File: src/rtl/mem_arbiter.sv
`timescale 1ns/1ps
`default_nettype none
// ============================================================================
//  Module   : mem_arbiter
//  Purpose  : Shares one external memory port between I-cache line refills
//             and D-cache line refills/write-backs, one burst per grant.
//  Revision : 1.0  initial release
// ============================================================================
module mem_arbiter #(
  parameter int LINE_WORDS = 4,
  parameter int ADDR_W     = 32,
  localparam int LINE_BITS = 32 * LINE_WORDS
) (
  input  logic                 clk,
  input  logic                 rst,

  input  logic                 ic_req,
  input  logic [ADDR_W-1:0]    ic_addr,
  output logic                 ic_ready,
  output logic [LINE_BITS-1:0] ic_line,

  input  logic                 dc_req,
  input  logic                 dc_we,
  input  logic [ADDR_W-1:0]    dc_addr,
  input  logic [LINE_BITS-1:0] dc_wline,
  output logic                 dc_ready,
  output logic [LINE_BITS-1:0] dc_line,

  output logic                 mem_req,
  output logic                 mem_we,
  output logic [ADDR_W-1:0]    mem_addr,
  output logic [31:0]          mem_wdata,
  input  logic [31:0]          mem_rdata,
  input  logic                 mem_ack,

  output logic                 busy,
  output logic                 grant_d
);

  localparam int                  c_beat_w    = $clog2(LINE_WORDS);
  localparam logic [c_beat_w-1:0] c_last_beat = c_beat_w'(LINE_WORDS - 1);
  localparam logic [c_beat_w-1:0] c_beat_one  = c_beat_w'(1);
  localparam logic [ADDR_W-1:0]   c_off_mask  = ADDR_W'(LINE_WORDS * 4 - 1);

  typedef enum logic [1:0] {
    ST_IDLE  = 2'd0,
    ST_BURST = 2'd1,
    ST_DONE  = 2'd2
  } state_t;

  state_t                        r_state;
  state_t                        w_state_nxt;
  logic [c_beat_w-1:0]           r_beat;
  logic                          r_last_d;
  logic                          r_grant_d;
  logic                          r_we;
  logic [ADDR_W-1:0]             r_base;
  logic [LINE_WORDS-1:0][31:0]   r_wline;
  logic [LINE_WORDS-1:0][31:0]   r_buf;
  logic [LINE_WORDS-1:0][31:0]   r_ic_line;
  logic [LINE_WORDS-1:0][31:0]   r_dc_line;
  logic [LINE_WORDS-1:0][31:0]   w_buf_nxt;

  logic                          w_grant;
  logic                          w_pick_d;
  logic                          w_beat_ack;
  logic                          w_last_beat;
  logic                          w_in_burst;
  logic                          w_in_done;

  // Round-robin: on contention the side that did not win last time goes first.
  assign w_pick_d    = dc_req & (~ic_req | ~r_last_d);
  assign w_last_beat = (r_beat == c_last_beat);
  assign w_in_burst  = (r_state == ST_BURST);
  assign w_in_done   = (r_state == ST_DONE);

  always_comb begin
    w_state_nxt = r_state;
    w_grant     = 1'b0;
    w_beat_ack  = 1'b0;
    case (r_state)
      ST_IDLE: begin
        if (ic_req | dc_req) begin
          w_grant     = 1'b1;
          w_state_nxt = ST_BURST;
        end
      end
      ST_BURST: begin
        if (mem_ack) begin
          w_beat_ack = 1'b1;
          if (w_last_beat) begin
            w_state_nxt = ST_DONE;
          end
        end
      end
      ST_DONE: begin
        w_state_nxt = ST_IDLE;
      end
      default: begin
        w_state_nxt = ST_IDLE;
      end
    endcase
  end

  always_comb begin
    w_buf_nxt         = r_buf;
    w_buf_nxt[r_beat] = mem_rdata;
  end

  always_ff @(posedge clk or negedge rst) begin
    if (!rst) begin
      r_state   <= ST_IDLE;
      r_beat    <= '0;
      r_last_d  <= 1'b1;
      r_grant_d <= 1'b0;
      r_we      <= 1'b0;
      r_base    <= '0;
    end else begin
      r_state <= w_state_nxt;
      if (w_grant) begin
        r_beat    <= '0;
        r_grant_d <= w_pick_d;
        r_last_d  <= w_pick_d;
        r_we      <= w_pick_d & dc_we;
        r_base    <= (w_pick_d ? dc_addr : ic_addr) & ~c_off_mask;
      end else if (w_beat_ack) begin
        r_beat <= r_beat + c_beat_one;
      end
    end
  end

  // The visible line is loaded on the final read ack so it is already valid
  // during the ready pulse; write bursts never touch the line registers.
  always_ff @(posedge clk or negedge rst) begin
    if (!rst) begin
      r_wline   <= '0;
      r_buf     <= '0;
      r_ic_line <= '0;
      r_dc_line <= '0;
    end else begin
      if (w_grant && w_pick_d) begin
        r_wline <= dc_wline;
      end
      if (w_beat_ack && !r_we) begin
        r_buf <= w_buf_nxt;
        if (w_last_beat) begin
          if (r_grant_d) begin
            r_dc_line <= w_buf_nxt;
          end else begin
            r_ic_line <= w_buf_nxt;
          end
        end
      end
    end
  end

  assign busy      = (r_state != ST_IDLE);
  assign grant_d   = r_grant_d;
  assign mem_req   = w_in_burst;
  assign mem_we    = w_in_burst & r_we;
  assign mem_addr  = w_in_burst ? (r_base | ADDR_W'({r_beat, 2'b00})) : '0;
  assign mem_wdata = w_in_burst ? r_wline[r_beat] : 32'd0;
  assign ic_ready  = w_in_done & ~r_grant_d;
  assign dc_ready  = w_in_done &  r_grant_d;
  assign ic_line   = r_ic_line;
  assign dc_line   = r_dc_line;

endmodule
`default_nettype wire

File: config.mk
export PLATFORM = sky130hd
export DESIGN_NAME = mem_arbiter
export DESIGN_NICKNAME = d
export VERILOG_FILES = /design/src/rtl/mem_arbiter.sv
export SDC_FILE = /design/constraint.sdc
export NUM_CORES = 1
export LEC_CHECK = 0
export BUFFER_PORTS_ARGS = -buffer_cell sky130_fd_sc_hd__buf_2
export CAP_MARGIN = 20
export CORE_AREA = 2 2 219 221
export CTS_CLUSTER_SIZE = 8
export DETAILED_ROUTE_END_ITERATION = 10
export DIE_AREA = 0 0 221 223
export PLACE_DENSITY = 0.88
export REMOVE_ABC_BUFFERS = 1
export SETUP_SLACK_MARGIN = 0.2
export SLEW_MARGIN = 20
export SYNTH_ARGS = -nofsm -noshare
export SYNTH_HDL_FRONTEND = slang
export SYNTH_SLANG_ARGS = --single-unit
export TNS_END_PERCENT = 5
File: constraint.sdc
create_clock -name clk -period 5.9 [get_ports clk]
set_input_delay 0.885 -clock clk [delete_from_list [all_inputs] [get_ports clk]]
set_output_delay 0.885 -clock clk [all_outputs]
set_load 0.05 [all_outputs]
Yosys cells after proc, flatten, opt, wreduce, memory -nomap -nowiden
Index checks and enable logic that the tools add are counted. Widths: inputs -> output; s select.

Reduce and logical (&&, ||, !) cells: 10. $lt $le $gt $ge: 2. Equal/unequal tests: 6. Add/sub/neg operators: 1. Mux-type cells: 18. Bitwise logic cells: 11.

Operators with widths (number): $mux 32 (5); $bwmux 128 (1); $bmux 32 s2 (1); $demux 32 s2 (1); $or 32x4->32 (1); $mux 2 (5); $reduce_and 3->1 (3); $ne 2x2->1 const B (3); $and 1x1->1 (5); $eq 2x2->1 const B (2); $mux 1 (4); $pmux 2 s2 (1); $reduce_bool 2->1 (2); $logic_and 1x1->1 (3); $lt 2x3->1 const B (1); $not 1->1 (3); $add 2x1->2 const B (1); $eq 2x1->1 const B (1); $ge 2x1->1 const B (1); $logic_not 2->1 (1); $or 1x1->1 (2); $logic_not 1->1 (1).

Flip-flop bits (word level): 547. Input bits: 230. Logic and storage cells: 70. Output and inout bits: 326.

Longest topological paths before layout
Depth after elaboration: 5. Depth in mapped cells: 8. Mapped depth without buffers: 4.

Least setup slack after synthesis
OpenSTA, ideal clock, no wires.

Path kind: register to output. From: reg r_state[1]. To: out mem_wdata[0]. Data required time: 5.015 ns. Stages on the path, launching flop included: 5. Buffers on the path: 1. Slack: 3.181 ns. Arrival: 1.834 ns. Path through: dfrtp_1 nand2b_4 clkinv_1 clkbuf_1 and2_1.

Cells in the longest elaborated chain, start to end: 2.

Ends and longest elaborated chain: start: declaration (RTL line 51) `state_t r_state;`; start signal: assignment (RTL line 119) `r_state <= w_state_nxt;`; $eq 2x1->1 (RTL line 74) `assign w_in_burst = (r_state == ST_BURST);`; named net mem_req (RTL line 29) `output logic mem_req,`; $mux 32 (RTL line 162) `assign mem_wdata = w_in_burst ? r_wline[r_beat] : 32'd0;`; end: declaration (RTL line 32) `output logic [31:0] mem_wdata,`.

The timed path passes the listed nets, and every way through them passes these cells.

Worst setup path in the final report
From: reg r_beat[1]. To: reg r_dc_line (netlist bit dc_line[30]).

Cells in the longest elaborated chain, start to end: 5. Elaborated cells on any way between the ends: 8. Those cells by class: order compare (2); eq/ne (1); mux (3); reduce/logical (2).

Ends and longest elaborated chain: start: declaration (RTL line 53) `logic [c_beat_w-1:0] r_beat;`; start signal: assignment (RTL line 127) `r_beat <= r_beat + c_beat_one;`; $lt 2x3->1 (implied by the code) / $ge 2x1->1 (equally long branches) (RTL line 107) `w_buf_nxt[r_beat] = mem_rdata;`; $logic_and 1x1->1 (implied by the code) (RTL line 107); $mux 32 (implied by the code) (RTL line 107); $demux 32 s2 (RTL line 107); $bwmux 128 (RTL line 107); end signal: assignment (RTL line 148) `r_dc_line <= w_buf_nxt;`; end: declaration (RTL line 61) `logic [LINE_WORDS-1:0][31:0] r_dc_line;`.

Several ways; a longest one is shown, not always the timed one. A chain may end at the register's enable or synchronous reset.

==> impl_results.md <==
* Run status: completed
* Crit path max-delay cell type: dfrtp_2
* Clk_lat worst skew at 600 ps
* # setup viols final at 0
* Vias per cell at 5.516
* Worst-path maximum fanout at 38
* Die area at slightly below 0.05 sq mm
* Hold Violations, Final at 0
* Root Buffer: clkbuf_16
* First-pass GRT wire length at ~99000 microns
* Worst EP required at ~6400 ps
* Max VDD drop at 0.8417 mV
* Initial Utilization at approximately half
* Pleak at approximately 14 nW
* Final instance area at 0.02920 sq mm
* Top_reg_cell synth: dfrtp_1
* Pin count of the biggest net entering global routing at about 180
* Synth Area in XOR/XNOR at less than 1%
* Layout Skew at between 20 and 25 ps
* Measured slew at the worst slew-check pin at ~1100 ps
* Crit start category: flip-flop
* Top cell type's share of synthesized area at a little under three fifths
* Synth top cells by count: 584 x mux2_2, 546 x dfrtp_1, 100 x mux2_4, 62 x and2_1, 33 x buf_2
* RR Endpoint: dc_line[30]
* Minimum clock period at roughly 4000 ps
* Final period util at between 60 and 70%
* Crit path cell chain: ha_2 > buf_4 > and4_4 > buf_4 > mux2_1
* Initial DRC count at 903
* Non-filler cells, final at around 2700
* Most frequent CP cell: buf_4
* Clock Path Buffers at 3
* Hold-fix buffer count after cts at 0
* CTS tree: yes
* Synth area leaders: dfrtp_1 57%, mux2_2 27%, mux2_4 6.3%
* Worst stage delay on the critical path at 1010 ps
* Simple-Gate Fraction of Synth Area at under 10%
* Layout cell share with drive strength beyond 1 at 67.99%
* Num CTS Buffers at 78
* Post-CTS sizing at 0
* Share of flip-flops with an asynchronous set or reset at between 90% and 100%
* Worst Path Arrival at about 4500 ps
* Global route overflow at 0
* Max Slew Vio Count at 0
* Relative slew margins at approximately a quarter
* IO Count at 556
* P per Cell Area at around 700 mW/mm^2
* Via count at around 15000
* Die Height at about 220 microns
* Netlist cell types at 35
* Post-Synth Adder-Cell Area at less than 1%
* Global Route Usage Sum at approximately a quarter
* Drt total wl at ~64000 microns
* Final Wtd Congestion at 0.8351
* Reg2reg path depth at 5
* Number of global-route vias before repair at ~16000
* RSZ-0062 raised after global routing: no
* H-tree level count at 3
* Worst slack, placed at 1857 ps
* Avg WL per Cell at roughly 24 microns
* Post-Syn Instances at approximately 1500
* Core area at 0.04715 sq mm
* Count leader, synth: mux2_2
* Final layout net count at 2257
* Post-CTS Setup Bufs at 0
* Area post-placement at about 0.027 sq mm
* Register area share after synthesis at a little under three fifths
* R2R setup slack at ~1900 ps
* CP Capture Type: flip-flop
* Post-Syn Area per Cell at 16.31 sq um
* DRT antenna net count at 0
* Class of the worst hold path: input port to async pin
* CTS Sinks at around 550
* Post-route setup slack at between 1500 and 2000 ps
* Row Count at 80
* Area delta synth->final at 21.97%
* CP Class: flip-flop to flip-flop
* TritonRoute pass-1 iters at 5
* DRC violations left at 0
* Complex-gate fraction of the synthesized area at less than 1%
* Main combinational cell family by area after synthesis: multiplexers
* Yosys reg bits at between 500 and 600
* Max Cap Viol at 0
* Initial antenna violation count at 7
* Die X at 221 microns
* Max Clock Freq at ~250 MHz
* R2r startpoint: r_beat[1]
* Area leader, netlist: dfrtp_1
* Yosys warns at 0
* WHS at roughly 230 ps
* DPL Wire Length at 41580 microns
* Port buffer count at between 500 and 600
* Mapped Area at 0.02394 sq mm
* Post-synthesis mux area share at 37.31%
* Clock transition at path regs at about 50 ps
* EDFF count, synth at 0
* Dpl cells at between 2000 and 3000
flip-flops by register name, summed over array words and instances, names as in the netlist:
name	cells
dc_line	128
grant_d	1
ic_line	128
r_base	28
r_beat	2
r_buf	128
r_last_d	1
r_state	2
r_we	1
r_wline	128
routing by layer:
layer	global-route usage (%)	routed length, microns
met3	7.942	4865
met2	44.07	32340
met4	10.50	2128
met1	31.17	24900
met5	0	37
stage by stage:
stage | setup TNS (ps) | util (%) | total power, W
floorplan | -738300 | - | 0.01335
global placement | 0 | 57.40 | 0.01558
detailed placement | 0 | 57.40 | 0.01591
CTS | 0 | 61.87 | 0.02006
global route | 0 | 61.94 | 0.02073
finish | 0 | 61.95 | 0.01995
cell usage in the layout (no fill, tap or decap), types with 5 or more instances in the layout:
cell	count
buf_12	5
and2_1	61
mux2_2	584
buf_4	16
mux2_4	100
mux4_2	32
clkbuf_16	80
dfrtp_1	544
clkbuf_1	9
buf_2	544
nor2_1	5
mux2_1	12
how the worst max path moves through the flow:
stage / from / endpoint / cells after the start
floorplan: r_beat[0] / ic_line[0] / 4
global placement: r_beat[1] / dc_line[20] / 5
detailed placement: r_beat[1] / dc_line[30] / 5
CTS: r_beat[1] / dc_line[30] / 5
global route: r_beat[1] / dc_line[30] / 5
finish: r_beat[1] / dc_line[30] / 5
cell type report:
class | instances | area [sq um]
antenna | 3 | 7.507
inverter | 4 | 15.01
tap | 615 | 769.5
clock buffer | 91 | 2063
multi-input combinational | 825 | 9627
clock inverter | 3 | 45.04
timing repair buffer | 567 | 2985
fill | 3280 | 17940
sequential | 547 | 13690
power by group:
part           total [W]  internal, W  switching, W  leakage (nW)
registers        0.00647      0.00545       0.00101          6.89
clock network    0.00399      0.00242       0.00156          1.03
logic            0.00950      0.00343       0.00607          6.25
total             0.0200       0.0113       0.00864          14.2
critical path: cells and delay by family, from the launching register on:
kind,cells,cell delay [ps]
buffers and inverters,2,1140
flip-flops,1,1010
AND/OR/NAND/NOR,1,900
multiplexers,1,390
adder cells (fa/ha/maj),1,350
kinds of logic after synthesis:
family / Yosys count
compound gates: 7
xor+xnor: 1
fa+ha+maj: 4
buf+inv: 97
flops: 547
mux: 728
other cells: 1
simple gates: 83
Power figures use the tool's default switching activity.
